--- src/rtl/game_flow_ctrl_if.sv ---
// Game-flow controller bus: button/crash/score/vsync inputs and status outputs.
// The master side drives inputs; the slave side is the controller.
interface game_flow_ctrl_if #(
  parameter int LIVES_W = 3,
  parameter int LEVEL_W = 2,
  parameter int SCORE_W = 16,
  parameter int ADD_W   = 4
);
  logic               v_sync_i;
  logic               press_vali_i;
  logic               crash_me_enemy_i;
  logic [ADD_W-1:0]   add_score_i;
  logic [1:0]         game_status_o;
  logic [LIVES_W-1:0] lives_o;
  logic [LEVEL_W-1:0] level_o;
  logic [SCORE_W-1:0] score_o;
  logic               invul_o;

  modport master (
    output v_sync_i, press_vali_i,
    output crash_me_enemy_i, add_score_i,
    input  game_status_o, lives_o,
    input  level_o, score_o, invul_o
  );

  modport slave (
    input  v_sync_i, press_vali_i,
    input  crash_me_enemy_i, add_score_i,
    output game_status_o, lives_o,
    output level_o, score_o, invul_o
  );
endinterface

--- src/rtl/game_flow_ctrl.sv ---
// Game status FSM, lives/invulnerability, saturating score and level progression.
// Optional EXTRA_LIFE_EN: each level-up grants a life up to LIVES_MAX.
module game_flow_ctrl #(
  parameter int LIVES_INIT   = 3,
  parameter int LIVES_MAX    = 7,
  parameter int LIVES_W      = 3,
  parameter int LEVEL_NUM    = 4,
  parameter int LEVEL_W      = 2,
  parameter int SCORE_W      = 16,
  parameter int ADD_W        = 4,
  parameter int LEVEL_STEP   = 100,
  parameter int INVUL_FRAMES = 120,
  parameter int FRAME_W      = 8
) (
  input logic clk_vga,
  input logic rst,
  game_flow_ctrl_if.slave bus
);

  typedef enum logic [1:0] {
    ST_IDLE  = 2'b00,
    ST_RUN   = 2'b01,
    ST_PAUSE = 2'b10,
    ST_OVER  = 2'b11
  } state_t;

  localparam int LIVES_START =
    (LIVES_INIT > LIVES_MAX) ? LIVES_MAX : LIVES_INIT;
  localparam logic [LIVES_W-1:0] L_INIT = LIVES_W'(LIVES_START);
  localparam logic [LIVES_W-1:0] L_ONE  = LIVES_W'(1);
  localparam logic [LEVEL_W-1:0] LV_TOP = LEVEL_W'(LEVEL_NUM - 1);
  localparam logic [SCORE_W-1:0] S_MAX  = '1;
  localparam logic [SCORE_W-1:0] S_STEP = SCORE_W'(LEVEL_STEP);
  localparam logic [FRAME_W-1:0] F_LOAD = FRAME_W'(INVUL_FRAMES);

  state_t             state_q;
  state_t             state_nx;
  logic               vs_q;
  logic               tick;
  logic [LIVES_W-1:0] lives_q;
  logic [LIVES_W-1:0] lives_nx;
  logic [LEVEL_W-1:0] level_q;
  logic [SCORE_W-1:0] score_q;
  logic [SCORE_W-1:0] score_nx;
  logic [SCORE_W-1:0] thr_q;
  logic [SCORE_W-1:0] thr_nx;
  logic [FRAME_W-1:0] inv_q;
  logic               run_en;
  logic               start_ld;
  logic               crash_hit;
  logic               fatal;
  logic               lvl_up;
  logic [SCORE_W:0]   s_sum;
  logic [SCORE_W:0]   t_sum;

  assign tick = vs_q & ~bus.v_sync_i;

  always_ff @(posedge clk_vga) begin
    if (rst) state_q <= ST_IDLE;
    else     state_q <= state_nx;
  end

  always_comb begin
    state_nx = state_q;
    unique case (state_q)
      ST_IDLE:  if (bus.press_vali_i) state_nx = ST_RUN;
      ST_RUN: begin
        if (fatal)                  state_nx = ST_OVER;
        else if (bus.press_vali_i)  state_nx = ST_PAUSE;
      end
      ST_PAUSE: if (bus.press_vali_i) state_nx = ST_RUN;
      ST_OVER:  if (bus.press_vali_i) state_nx = ST_IDLE;
      default:  state_nx = ST_IDLE;
    endcase
  end

  always_comb begin
    run_en    = (state_q == ST_RUN);
    start_ld  = (state_q == ST_IDLE) & bus.press_vali_i;
    crash_hit = run_en & bus.crash_me_enemy_i & (inv_q == '0);
    fatal     = crash_hit & (lives_q == L_ONE);
    lvl_up    = run_en & (score_q >= thr_q) & (level_q < LV_TOP);
  end

  always_comb begin
    s_sum    = {1'b0, score_q} + (SCORE_W+1)'(bus.add_score_i);
    score_nx = s_sum[SCORE_W] ? S_MAX : s_sum[SCORE_W-1:0];
    t_sum    = {1'b0, thr_q} + {1'b0, S_STEP};
    thr_nx   = t_sum[SCORE_W] ? S_MAX : t_sum[SCORE_W-1:0];
  end

  // A life gained on level-up cancels a coincident non-fatal hit.
  always_comb begin
    lives_nx = lives_q;
    if (fatal) begin
      lives_nx = '0;
    end else begin
      if (crash_hit) lives_nx = lives_q - L_ONE;
`ifdef EXTRA_LIFE_EN
      if (lvl_up && (lives_nx < LIVES_W'(LIVES_MAX)))
        lives_nx = lives_nx + L_ONE;
`endif
    end
  end

  always_ff @(posedge clk_vga) begin
    if (rst) begin
      vs_q    <= 1'b1;
      lives_q <= L_INIT;
      level_q <= '0;
      score_q <= '0;
      thr_q   <= S_STEP;
      inv_q   <= '0;
    end else begin
      vs_q <= bus.v_sync_i;
      if (start_ld) begin
        lives_q <= L_INIT;
        level_q <= '0;
        score_q <= '0;
        thr_q   <= S_STEP;
        inv_q   <= '0;
      end else if (run_en) begin
        lives_q <= lives_nx;
        score_q <= score_nx;
        if (lvl_up) begin
          level_q <= level_q + 1'b1;
          thr_q   <= thr_nx;
        end
        if (crash_hit && !fatal)
          inv_q <= F_LOAD;
        else if (tick && (inv_q != '0))
          inv_q <= inv_q - 1'b1;
      end
    end
  end

  assign bus.game_status_o = state_q;
  assign bus.lives_o       = lives_q;
  assign bus.level_o       = level_q;
  assign bus.score_o       = score_q;
  assign bus.invul_o       = (inv_q != '0);

endmodule

--- src/flat_wrapper.sv ---
// flat-port wrapper written by rule: the top's interface ports become plain ports
module game_flow_ctrl_flat 
#(
  parameter int LIVES_INIT   = 3,
  parameter int LIVES_MAX    = 7,
  parameter int LIVES_W      = 3,
  parameter int LEVEL_NUM    = 4,
  parameter int LEVEL_W      = 2,
  parameter int SCORE_W      = 16,
  parameter int ADD_W        = 4,
  parameter int LEVEL_STEP   = 100,
  parameter int INVUL_FRAMES = 120,
  parameter int FRAME_W      = 8
)
  (clk_vga, rst, bus_v_sync_i, bus_press_vali_i, bus_crash_me_enemy_i, bus_add_score_i, bus_game_status_o, bus_lives_o, bus_level_o, bus_score_o, bus_invul_o);
  game_flow_ctrl_if #(.LIVES_W(LIVES_W), .LEVEL_W(LEVEL_W), .SCORE_W(SCORE_W), .ADD_W(ADD_W)) bus_i ();
  input logic clk_vga;
  input logic rst;
  input wire logic [$bits(bus_i.v_sync_i)-1:0] bus_v_sync_i;
  input wire logic [$bits(bus_i.press_vali_i)-1:0] bus_press_vali_i;
  input wire logic [$bits(bus_i.crash_me_enemy_i)-1:0] bus_crash_me_enemy_i;
  input wire logic [$bits(bus_i.add_score_i)-1:0] bus_add_score_i;
  output wire logic [$bits(bus_i.game_status_o)-1:0] bus_game_status_o;
  output wire logic [$bits(bus_i.lives_o)-1:0] bus_lives_o;
  output wire logic [$bits(bus_i.level_o)-1:0] bus_level_o;
  output wire logic [$bits(bus_i.score_o)-1:0] bus_score_o;
  output wire logic [$bits(bus_i.invul_o)-1:0] bus_invul_o;
  assign bus_i.v_sync_i = bus_v_sync_i;
  assign bus_i.press_vali_i = bus_press_vali_i;
  assign bus_i.crash_me_enemy_i = bus_crash_me_enemy_i;
  assign bus_i.add_score_i = bus_add_score_i;
  assign bus_game_status_o = bus_i.game_status_o;
  assign bus_lives_o = bus_i.lives_o;
  assign bus_level_o = bus_i.level_o;
  assign bus_score_o = bus_i.score_o;
  assign bus_invul_o = bus_i.invul_o;
  game_flow_ctrl #(.LIVES_INIT(LIVES_INIT), .LIVES_MAX(LIVES_MAX), .LIVES_W(LIVES_W), .LEVEL_NUM(LEVEL_NUM), .LEVEL_W(LEVEL_W), .SCORE_W(SCORE_W), .ADD_W(ADD_W), .LEVEL_STEP(LEVEL_STEP), .INVUL_FRAMES(INVUL_FRAMES), .FRAME_W(FRAME_W)) u_core (.clk_vga(clk_vga), .rst(rst), .bus(bus_i));
endmodule
--- config.mk ---
export PLATFORM = sky130hd
export DESIGN_NAME = game_flow_ctrl_flat
export DESIGN_NICKNAME = d
export VERILOG_FILES = /design/src/rtl/game_flow_ctrl_if.sv /design/src/rtl/game_flow_ctrl.sv /design/src/flat_wrapper.sv
export SDC_FILE = /design/constraint.sdc
export NUM_CORES = 1
export LEC_CHECK = 0
export CELL_PAD_IN_SITES_DETAIL_PLACEMENT = 2
export CELL_PAD_IN_SITES_GLOBAL_PLACEMENT = 2
export CORE_MARGIN = 1.5
export CORE_UTILIZATION = 35
export CTS_BUF_LIST = sky130_fd_sc_hd__clkbuf_2
export DETAILED_ROUTE_END_ITERATION = 8
export PLACE_DENSITY = 0.94
export SLEW_MARGIN = 10
export SYNTH_ARGS = -nofsm -noshare
export SYNTH_HDL_FRONTEND = slang
export SYNTH_SLANG_ARGS = --single-unit
--- constraint.sdc ---
create_clock -name clk_vga -period 5.15 [get_ports clk_vga]
set_input_delay 0.515 -clock clk_vga [delete_from_list [all_inputs] [get_ports clk_vga]]
set_output_delay 0.515 -clock clk_vga [all_outputs]
set_load 0.1 [all_outputs]
-- After elaboration in Yosys (flattened, before gate mapping)
Cells that the tools add are included.
- reduce and logical (&&, ||, !) cells: 14
- eq/ne operators: 7
- add/sub/neg operators: 5
- bitwise operators: 8
- $lt $le $gt $ge: 2
- muxes and demuxes: 11
- operators with widths (operator ; number):
    16-bit 2-to-1 mux ; 2
    16-bit by 4-bit adder with 17-bit output ; 1
    16-bit by 7-bit adder with 17-bit output, second input constant ; 1
    16-bit >= comparator ; 1
    8-bit 2-to-1 mux ; 2
    8-bit logical NOT ; 1
    2-bit 2-to-1 mux ; 4
    8-bit nonzero test ; 1
    8-bit by 1-bit subtractor with 8-bit output, second input constant ; 1
    1-bit bitwise AND ; 7
    3-bit 2-to-1 mux ; 2
    2-bit one-hot mux with 3 select lines ; 1
    2-bit AND reduction ; 3
    2-bit == test, second input constant ; 2
    2-bit nonzero test ; 2
    2-bit OR reduction ; 2
    3-bit by 1-bit == test with 1-bit output, second input constant ; 1
    3-bit inequality test, second input constant ; 1
    3-bit AND reduction ; 1
    3-bit by 1-bit subtractor with 3-bit output, second input constant ; 1
    2-bit by 1-bit adder with 2-bit output, second input constant ; 1
    2-bit by 1-bit == test with 1-bit output, second input constant ; 1
    1-bit logical AND ; 2
    2-bit logical NOT ; 1
    other kinds (5) ; 5
- output and inout port bits: 24
- bits in registers: 48
- input bits: 9
- logic and storage cells: 54

-- Depth between registers and ports, before layout
- depth in word-level cells: 8
- mapped depth: 9
- gate-level depth less buffers: 9

-- Worst setup path before layout
No wires, ideal clock.
- path type: reg2reg
- start point: register u_core.score_q[0], in the netlist u_core.bus.score_o[0]
- end point: register u_core.score_q[15], in the netlist u_core.bus.score_o[15]
- stages on the path, launching flop included: 10
- library setup time: 0.086 ns
- clock period less this slack: 2.972 ns
- slack: 2.178 ns
- arrival: 2.886 ns
- path through: dfxtp_1 -> ha_1 -> inv_1 -> fa_1 -> nor2b_1 -> o21ai_0 -> a21oi_1 -> nand2_1 -> and2_1 -> a211oi_1
- cells in the longest elaborated chain, start to end: 2
- ends and longest elaborated chain (item ; RTL line ; text):
    start: declaration ; game_flow_ctrl.sv:43 ; logic [SCORE_W-1:0] score_q;
    start signal: assignment ; game_flow_ctrl.sv:124 ; score_q <= score_nx;
    16-bit by 4-bit adder with 17-bit output ; game_flow_ctrl.sv:86 ; s_sum = {1'b0, score_q} + (SCORE_W+1)'(bus.add_score_i);
    16-bit 2-to-1 mux ; game_flow_ctrl.sv:87 ; score_nx = s_sum[SCORE_W] ? S_MAX : s_sum[SCORE_W-1:0];
No other way between the ends.
A chain may end at the register's enable or synchronous reset.

-- Worst setup path in the final report
- start point: register u_core.inv_q[2]
- end point: output port bus_invul_o
- cells in the longest elaborated chain, start to end: 1
- ends and longest elaborated chain (item ; RTL line ; text):
    start: declaration ; game_flow_ctrl.sv:47 ; logic [FRAME_W-1:0] inv_q;
    start signal: assignment ; game_flow_ctrl.sv:132 ; inv_q <= inv_q - 1'b1;
    8-bit nonzero test ; game_flow_ctrl.sv:141 ; assign bus.invul_o = (inv_q != '0);
    end: declaration ; flat_wrapper.sv:27 ; output wire logic [$bits(bus_i.invul_o)-1:0] bus_invul_o;
No other way between the ends.

==> out/metrics.yaml <==
route:
  route.detailed.wl_per_inst_um: 19.55
  via_count: 2659
  drt_pass1_iterations: 4
  drtAntennaViolNets: 0
  drc: 0
  wl_mm: 9.168
  wl_met1_mm: 3.969
  highest_layer: "met4"
  wl_met2_mm: 4.839
  drt-initial-drc-count: 95
  route.met3.wl_um: 175
  viasPerCell: 5.670
global_routing:
  antenna_found_initial: 0
  grt_max_degree: 22
  grt_pass1_vias: 3041
  track_usage_pct: 23.60
  grt_pass1_wl_mm: 15.69
  grt_overflow_total: 0
critical_path:
  crit_family: "buffers and inverters"
  critPathMaxStageDelay_ns: 0.97
  critPathBufInv: 2
  criticalPathCategory: "flip-flop to output port"
  cp_max_fo: 6
  cp_cell_sequence: "or3_1 > nor4_4 > inv_1 > clkdlybuf4s50_1"
  worst_path_max_delay_cell: "clkdlybuf4s50_1"
  worst_setup_path_start_kind: "flip-flop"
  worstPathRequired_ns: 4.64
  worstPathArrival_ns: 2.82
  endpoint_kind: "output port"
floorplan:
  start_util_pct: 35.93
  pin_count: 33
  die_y_um: 91.60
  core-area_um2: 7647
  die_x_um: 91.60
  num_rows: 32
  die-area_um2: 8391
clocking:
  cts_tree: "yes"
  cts_sinks: 47
  cts-buffers-inserted: 5
  cts_hold_buf: 0
  cts_max_level: 2
  cts_resized: 0
  insertion_delay_ns: 0.44
  postCtsSetupBuffers: 0
  path_clk_slew_ns: 0.26
  cts_buffer_depth: 2
  clk_root_buffer_cell: "clkbuf_2"
placed_design:
  place_congestion: 0.8188
  dp_slack_ns: 1.787
  dp_cells: 461
  hpwl_mm: 6.926
  dpl_cell_area_um2: 3166
  port_buffers: 32
cells_and_area:
  final_cells: 469
  layout_common_cells: "dfxtp_1 (47), a21oi_1 (34), clkdlybuf4s50_1 (32), nor2_1 (29)"
  antennaDiodeCount: 0
  layout.cells.most_common: "dfxtp_1"
  drive_gt1_share_pct: 3.815
  stdcell_area_um2: 3256
  nNetsFinal: 401
  area_growth_pct: 18.49
power_and_ir_drop:
  p_sw_share_pct: 33.16
  clkPwrFrac_pct: 31.6
  p_leak_nw: 1.258
  ir_drop_uv: 95.78
  p_seq_share_pct: 46.0
  p_switching_mw: 0.2782
  pwr-share-comb_pct: 22.3
  p_int_mw: 0.5606
  power_density_nw_per_um2: 257.6
sta:
  fin_worst_skew_ns: 0.004319
  hold_violations: 0
  slew_headroom_pct: 32.26
  slew_violations: 0
  period_share_pct: 64.73
  fmax_ghz: 0.3000
  tightest_slew_ns: 1.009
  setup_viol: 0
  finalSetupTns_ns: 0
  period_needed_ns: 3.334
  rsz0062_at_grt: "no"
  fin_ws_ns: 1.816
yosys:
  netlist.area_leader.share_pct: 34.24
  syn_nets: 370
  synth_top_area_cell: "dfxtp_1"
  synth-edff-count: 0
  ys_types: 45
  ys_seq_elements: 47
  synthArstFlopShare_pct: 0
  postSynthCellCount: 335
  ys_seq_area_share_pct: 34.24
  synth_warnings: 0
  syn_area_um2: 2748
  synth_top_flop_cell: "dfxtp_1"
  synth.avg_cell_area_um2: 8.202
  synth.top_cells.by_area: "dfxtp_1 (34%), ha_1 (11%), a21oi_1 (6.2%)"
worst_hold_path:
  holdCritPathClass: "flip-flop to flip-flop"
status:
  status: "complete, no violations"
run:
  cap_viol_max_count: 0
[per-layer routing]
metal	up-vias	track usage, %
met3	17	3.350
met5	-	0
met4	0	6.120
li1	1270	-
met1	1335	28.09
met2	37	43.84
[layout make-up]
cell class | count | area, um2
clock buffers | 6 | 30.03
clock inverters | 2 | 60.06
fillers | 871 | 4392
inverters | 25 | 93.84
multi-input cells | 253 | 1668
flip-flops and latches | 47 | 940.9
well taps | 102 | 127.6
repair buffers | 34 | 335.3
[logic make-up (layout without fill, tap and decap cells)]
| kind of cell | count (synthesis) | in the layout | synth area share, % |
|---|---|---|---|
| compound gates | 92 | 92 | 20.86 |
| buf+inv | 35 | 67 | 5.055 |
| mux | 3 | 3 | 1.093 |
| simple gates | 119 | 119 | 22.50 |
| xor+xnor | 13 | 13 | 4.144 |
| fa+ha+maj | 26 | 26 | 12.11 |
| flops | 47 | 47 | 34.24 |
[Yosys cell counts, types with 3 or more instances]
master	number
nor3_1	11
nor2b_1	4
nand2b_1	6
clkbuf_1	9
a31oi_1	8
a41oi_1	3
nor3b_1	3
mux2i_1	3
inv_1	25
a21oi_1	34
nand2_1	24
a21o_1	3
xor2_1	5
a211oi_1	10
and3_1	4
xnor2_1	8
nor2_1	29
nand4_1	6
nand3_1	13
dfxtp_1	47
o21ai_0	19
nor4_1	7
a311oi_1	5
ha_1	25
[power groups by stage]
stage	clock network [mW]	logic, mW	registers [mW]
global route	0.283	0.201	0.389
floorplan	0	0.104	0.425
detailed placement	0	0.187	0.393
finish	0.265	0.187	0.386
global placement	0	0.178	0.392
CTS	0.271	0.188	0.387
[state kept, by name, indices dropped and copies added, names as in the netlist]
name and cells:
u_core.bus.score_o 16, u_core.thr_q 15, u_core.inv_q 8, u_core.bus.lives_o 3, u_core.bus.game_status_o 2, u_core.bus.level_o 2, u_core.vs_q 1
[tightest hold or removal path: cells and delay by family, from the launching register on]
kind	cells	cell delay (ns)
flip-flops	1	0.39
AND/OR/NAND/NOR	1	0.06
AO/OA/AOI/OAI	1	0.05
[final timing paths]
kind	startpoint	slack, ns	end	cells past startpoint
setup / recovery	u_core.inv_q[2]	1.82	bus_invul_o	4
hold / removal	u_core.thr_q[0]	0.51	u_core.thr_q[0]	2
setup reg to reg	u_core.bus.score_o[0]	2.34	u_core.bus.score_o[15]	9
hold reg to reg	u_core.thr_q[0]	0.51	u_core.thr_q[0]	2
[through the flow]
stage | util [%] | total power, mW | hold WS, ns
2_1_floorplan | - | 0.5286 | 0.4463
3_3_place_gp | 41.39 | 0.5704 | 0.4707
3_5_place_dp | 41.39 | 0.5802 | 0.4947
4_1_cts | 42.57 | 0.8461 | 0.5218
5_1_grt | 42.57 | 0.8731 | 0.5544
6_report | 42.57 | 0.8387 | 0.5145
Power figures use the tool's default switching activity.
